[config.mk]
export PLATFORM = sky130hd
export DESIGN_NAME = led_pattern_ctrl
export DESIGN_NICKNAME = d
export VERILOG_FILES = /design/src/rtl/led_ctrl_pkg.sv /design/src/rtl/led_pattern_ctrl_tick_gen.sv /design/src/rtl/led_pattern_ctrl.sv
export SDC_FILE = /design/constraint.sdc
export NUM_CORES = 1
export LEC_CHECK = 0
export CAP_MARGIN = 20
export CORE_MARGIN = 2
export CORE_UTILIZATION = 33
export CTS_CLUSTER_DIAMETER = 50
export CTS_CLUSTER_SIZE = 28
export DETAILED_ROUTE_END_ITERATION = 10
export PLACE_DENSITY_LB_ADDON = 0.3
export SLEW_MARGIN = 20
export SYNTH_ARGS = -nofsm -noshare
export SYNTH_HDL_FRONTEND = slang
export SYNTH_HIERARCHICAL = 1
export SYNTH_SLANG_ARGS = --single-unit
[constraint.sdc]
create_clock -name sys_clk -period 3 [get_ports sys_clk]
set_input_delay 0.6 -clock sys_clk [delete_from_list [all_inputs] [get_ports sys_clk]]
set_output_delay 0.6 -clock sys_clk [all_outputs]
set_load 0.005 [all_outputs]
[src/rtl/led_ctrl_pkg.sv]
// rtl/led_ctrl_pkg.sv - shared mode encodings and widths for the LED pattern controller
package led_ctrl_pkg;

    typedef enum logic [1:0] {
        S_OFF   = 2'd0,
        S_BLINK = 2'd1,
        S_WATER = 2'd2,
        S_BURST = 2'd3
    } mode_e;

    localparam int CNT_W       = 25;
    localparam int BURST_CNT_W = 6;

    // Modes cycle OFF -> BLINK -> WATER -> BURST -> OFF.
    function automatic mode_e next_mode(input mode_e m);
        return mode_e'(2'(m + 2'd1));
    endfunction

endpackage

[src/rtl/led_pattern_ctrl_tick_gen.sv]
// rtl/led_pattern_ctrl_tick_gen.sv - pausable, clearable prescaler producing the pattern step tick
module tick_gen
    import led_ctrl_pkg::*;
#(
    parameter logic [CNT_W-1:0] CLK_DIV_MAX = 25'd24_999_999
) (
    input  logic sys_clk,
    input  logic sys_rst_n,
    input  logic hold,
    input  logic clr,
    output logic tick
);

    logic [CNT_W-1:0] cnt_q;
    logic [CNT_W-1:0] cnt_d;

    // A clear always restarts the period, even while held.
    always_comb begin
        cnt_d = cnt_q;
        if (clr)
            cnt_d = '0;
        else if (!hold)
            cnt_d = (cnt_q == CLK_DIV_MAX) ? '0 : cnt_q + CNT_W'(1);
    end

    always_ff @(posedge sys_clk or negedge sys_rst_n) begin
        if (!sys_rst_n)
            cnt_q <= '0;
        else
            cnt_q <= cnt_d;
    end

    assign tick = (cnt_q == CLK_DIV_MAX) && !hold && !clr;

endmodule

[src/rtl/led_pattern_ctrl.sv]
// rtl/led_pattern_ctrl.sv - mode-sequenced LED pattern controller (off, blink, running light, burst)
module led_pattern_ctrl
    import led_ctrl_pkg::*;
#(
    parameter logic [CNT_W-1:0] CLK_DIV_MAX = 25'd24_999_999,
    parameter int               LED_W       = 4,
    parameter int               BURST_N     = 3
) (
    input  logic             sys_clk,
    input  logic             sys_rst_n,
    input  logic             mode_pulse,
    input  logic             pause,
    output logic [LED_W-1:0] led_out,
    output logic [1:0]       mode_cur,
    output logic             tick_out
);

    localparam logic [BURST_CNT_W-1:0] BURST_LAST    = BURST_CNT_W'(4 * BURST_N - 1);
    localparam logic [BURST_CNT_W-1:0] BURST_LIT_END = BURST_CNT_W'(2 * BURST_N);

    logic                   tick;
    mode_e                  mode_q;
    mode_e                  mode_d;
    logic [LED_W-1:0]       led_q;
    logic [BURST_CNT_W-1:0] burst_q;
    logic [BURST_CNT_W-1:0] burst_d;
    logic                   tick_out_q;

    tick_gen #(
        .CLK_DIV_MAX (CLK_DIV_MAX)
    ) u_tick_gen (
        .sys_clk   (sys_clk),
        .sys_rst_n (sys_rst_n),
        .hold      (pause),
        .clr       (mode_pulse),
        .tick      (tick)
    );

    assign mode_d  = next_mode(mode_q);
    assign burst_d = (burst_q == BURST_LAST) ? '0 : burst_q + BURST_CNT_W'(1);

    // Mode entry wins over a coincident tick; tick is already masked by mode_pulse.
    always_ff @(posedge sys_clk or negedge sys_rst_n) begin
        if (!sys_rst_n) begin
            mode_q     <= S_OFF;
            led_q      <= '0;
            burst_q    <= '0;
            tick_out_q <= 1'b0;
        end else if (mode_pulse) begin
            mode_q     <= mode_d;
            burst_q    <= '0;
            tick_out_q <= 1'b0;
            led_q      <= (mode_d == S_WATER) ? LED_W'(1) : '0;
        end else begin
            tick_out_q <= tick;
            if (tick) begin
                case (mode_q)
                    S_OFF:   led_q <= '0;
                    S_BLINK: led_q <= ~led_q;
                    S_WATER: led_q <= {led_q[LED_W-2:0], led_q[LED_W-1]};
                    S_BURST: begin
                        burst_q <= burst_d;
                        led_q   <= (burst_d < BURST_LIT_END && burst_d[0]) ? '1 : '0;
                    end
                    default: led_q <= '0;
                endcase
            end
        end
    end

    assign led_out  = led_q;
    assign mode_cur = mode_q;
    assign tick_out = tick_out_q;

endmodule

==> impl_metrics.json <==
{
  "rsz0062_at_grt": "no",
  "r2r_slack_ns": 0.54,
  "crit_buf_inv": 2,
  "async_reset_ff_share_pct": 100,
  "syn_to_final_growth_pct": 13.9,
  "ir_drop_uv": 220,
  "fin_cells": 330,
  "grt-busiest-layer": "met2",
  "ys_ff_latch": 38,
  "outcome": "complete, no violations",
  "grt_start_max_net_pins": 39,
  "grt_usage_pct": 13.0,
  "worstSkewPairLatency_ns": 0.30,
  "path_cells": "clkdlybuf4s50_1 -> or3_1 -> nor4_1 -> buf_4 -> nand2b_2 -> a2111oi_4 -> o2111ai_2 -> o22ai_1",
  "routed_wl_mm": 4.43,
  "fin_skew_ns": 0.00815,
  "synth-edff-count": 0,
  "syn_avg_cell_area_um2": 9.49,
  "wl_per_cell_um": 13.4,
  "grt_first_pass_wirelength_mm": 7.50,
  "place_inst": 322,
  "drc": 0,
  "slew_viol_final": 0,
  "vias_per_cell": 5.21,
  "die_w_um": 86.0,
  "antenna_found_initial": 0,
  "clkSinkCount": 38,
  "hpwl_mm": 3.13,
  "startpoint_type": "input pin",
  "fin_util_pct": 39.4,
  "gp_congestion": 0.817,
  "boundaryPins": 11,
  "setup_viol": 0,
  "grt_pass1_vias": 1560,
  "die_height_um": 86.0,
  "start_util_pct": 34.6,
  "cts.clk_slew.worst_paths_ns": 0.08,
  "antenna_cells": 0,
  "dr_total_vias": 1719,
  "cts_max_level": 2,
  "die_area_um2": 7400,
  "synth.distinct_cells": 45,
  "crit_slowest_cell": "clkdlybuf4s50_1",
  "post_cts.repair.setup_buffers": 0,
  "hold_buffers": 0,
  "grt-ovfl-total": 0,
  "firstDrtPassIters": 4,
  "ys_warn_count": 6,
  "fin_crit_ns": 2.56,
  "syn_inst": 234,
  "cts_resized": 0,
  "cts_tree": "built",
  "crit_type": "in2reg",
  "drtIter0Drc": 65,
  "slew-limit-headroom_pct": 43.7,
  "worst_pin_slew_ns": 0.844,
  "leakage_uw": 0.000989,
  "reg2reg_from": "u_tick_gen/cnt_q[3]$_DFFE_PN0P_",
  "numCtsBuffers": 5,
  "end_kind": "flop",
  "clockBufferDepth": 2,
  "fin_setup_tns_ns": 0,
  "finalCritPeriodShare_pct": 85.5,
  "fp.coreArea_um2": 6420,
  "grtUsageMet3_pct": 2.98,
  "r2r-end": "led_out[0]$_DFFE_PN0P_",
  "cp_max_fo": 5,
  "reg2reg_depth": 8,
  "fp-row-count": 29,
  "fmax_mhz": 390,
  "use_met1_pct": 17.5,
  "crit_family": "simple AND/OR/NAND/NOR gates",
  "cap_viol_max_count": 0,
  "hold_viol": 0,
  "netlist_area_um2": 2220,
  "synthFlopType": "dfrtp_1",
  "synth_nets": 245,
  "drive_above_1_share_pct": 11.1,
  "nets": 263,
  "worstPathArrival_ns": 2.78,
  "portBuffers": 10,
  "powerDensity_nw_per_um2": 464,
  "root_buffer": "clkbuf_8",
  "ant_nets": 0,
  "globalRouteMet2Util_pct": 20.1,
  "yosysSeqAreaShare_pct": 42.8,
  "cp_data_required_time_ns": 3.22,
  "hp-class": "in2async",
  "crit_path_max_incr_delay_ns": 0.44
}
==> power by group <==
group	total [µW]	internal (µW)	switching [µW]
logic	179	87.4	91.7
registers	560	533	27.1
clock network	434	245	189
total	1170	865	308
==> layout by cell type (no fill, tap or decap), drive strengths merged, types with 8 or more instances in the layout <==
| cell type | synthesis | final |
|---|---|---|
| dfrtp | 38 | 38 |
| nor2 | 27 | 27 |
| nand2 | 25 | 25 |
| a21oi | 14 | 14 |
| nand3 | 13 | 13 |
| xor2 | 10 | 10 |
| nand2b | 10 | 10 |
| xnor2 | 9 | 9 |
| clkdlybuf4s50 | 0 | 9 |
| a31oi | 8 | 8 |
==> worst max-delay path by stage <==
stage               startpoint                endpoint  slack [ns]  cells past startpoint
global placement         pause  led_out[2]$_DFFE_PN0P_        0.16                      8
floorplan                pause  led_out[1]$_DFFE_PN0P_        0.44                      6
global route             pause  led_out[1]$_DFFE_PN0P_        0.23                      8
finish                   pause  led_out[0]$_DFFE_PN0P_        0.44                      8
detailed placement       pause  led_out[0]$_DFFE_PN0P_        0.13                      8
CTS                      pause  led_out[0]$_DFFE_PN0P_        0.44                      8
==> cells in the mapped netlist, types with 2 or more instances <==
cell	instances	area share, %
a211oi_1	4	1.4
a21oi_1	14	3.2
a22o_1	2	0.79
a31oi_1	8	2.3
and3_1	4	1.1
buf_2	2	0.45
buf_6	2	1.0
dfrtp_1	38	43
ha_1	7	3.9
inv_1	6	1.0
nand2_1	25	4.2
nand2b_1	9	2.5
nand3_1	12	2.7
nand4_1	7	2.0
nor2_1	27	4.6
nor2b_1	3	0.85
nor3_1	7	1.6
nor4_1	2	0.56
nor4_2	2	1.1
nor4b_1	2	0.79
o21ai_0	3	0.68
o22ai_1	4	1.1
or3_1	5	1.4
xnor2_1	9	3.6
xor2_1	10	3.9
==> stage by stage <==
stage                     worst slack, ns  hold slack, ns  area [µm²]  total power [µW]
final                               0.436           0.400        2530              1170
after global routing                0.231           0.465        2530              1240
after CTS                           0.443           0.439        2530              1190
after detailed placement            0.129           0.475        2420               753
after global placement              0.164           0.476        2420               750
after floorplan                     0.445           0.304        2220               672
==> routing by layer <==
layer / up-vias / part of all wire, %
li1: 872 / -
met1: 807 / 49
met2: 32 / 46
met3: 8 / 3.5
met4: 0 / 1.8
met5: - / 0
==> area by class of cell <==
class	instances	area [µm²]
clock buffers	5	68.8
clock inverters	3	40.0
fillers	643	3890
inverters	6	22.5
multi-input cells	185	1210
flip-flops and latches	38	951
well taps	77	96.3
repair buffers	16	140
==> registers in the layout, summed over array words and instances (netlist names) <==
name,flops
mode_cur,2
led_out,4
burst_q,6
tick_out,1
u_tick_gen/cnt_q,25
==> logic make-up (layout without fill, tap and decap cells) <==
group           Yosys count  after routing  synth area share (%)
simple gates            115            115                  28.2
buf+inv                  11             30                  2.65
compound gates           42             42                  13.9
flops                    38             38                  42.8
fa+ha+maj                 7              7                  3.95
xor+xnor                 19             19                  7.50
mux                       2              2                 0.958
(Power assumes the default switching activity.)
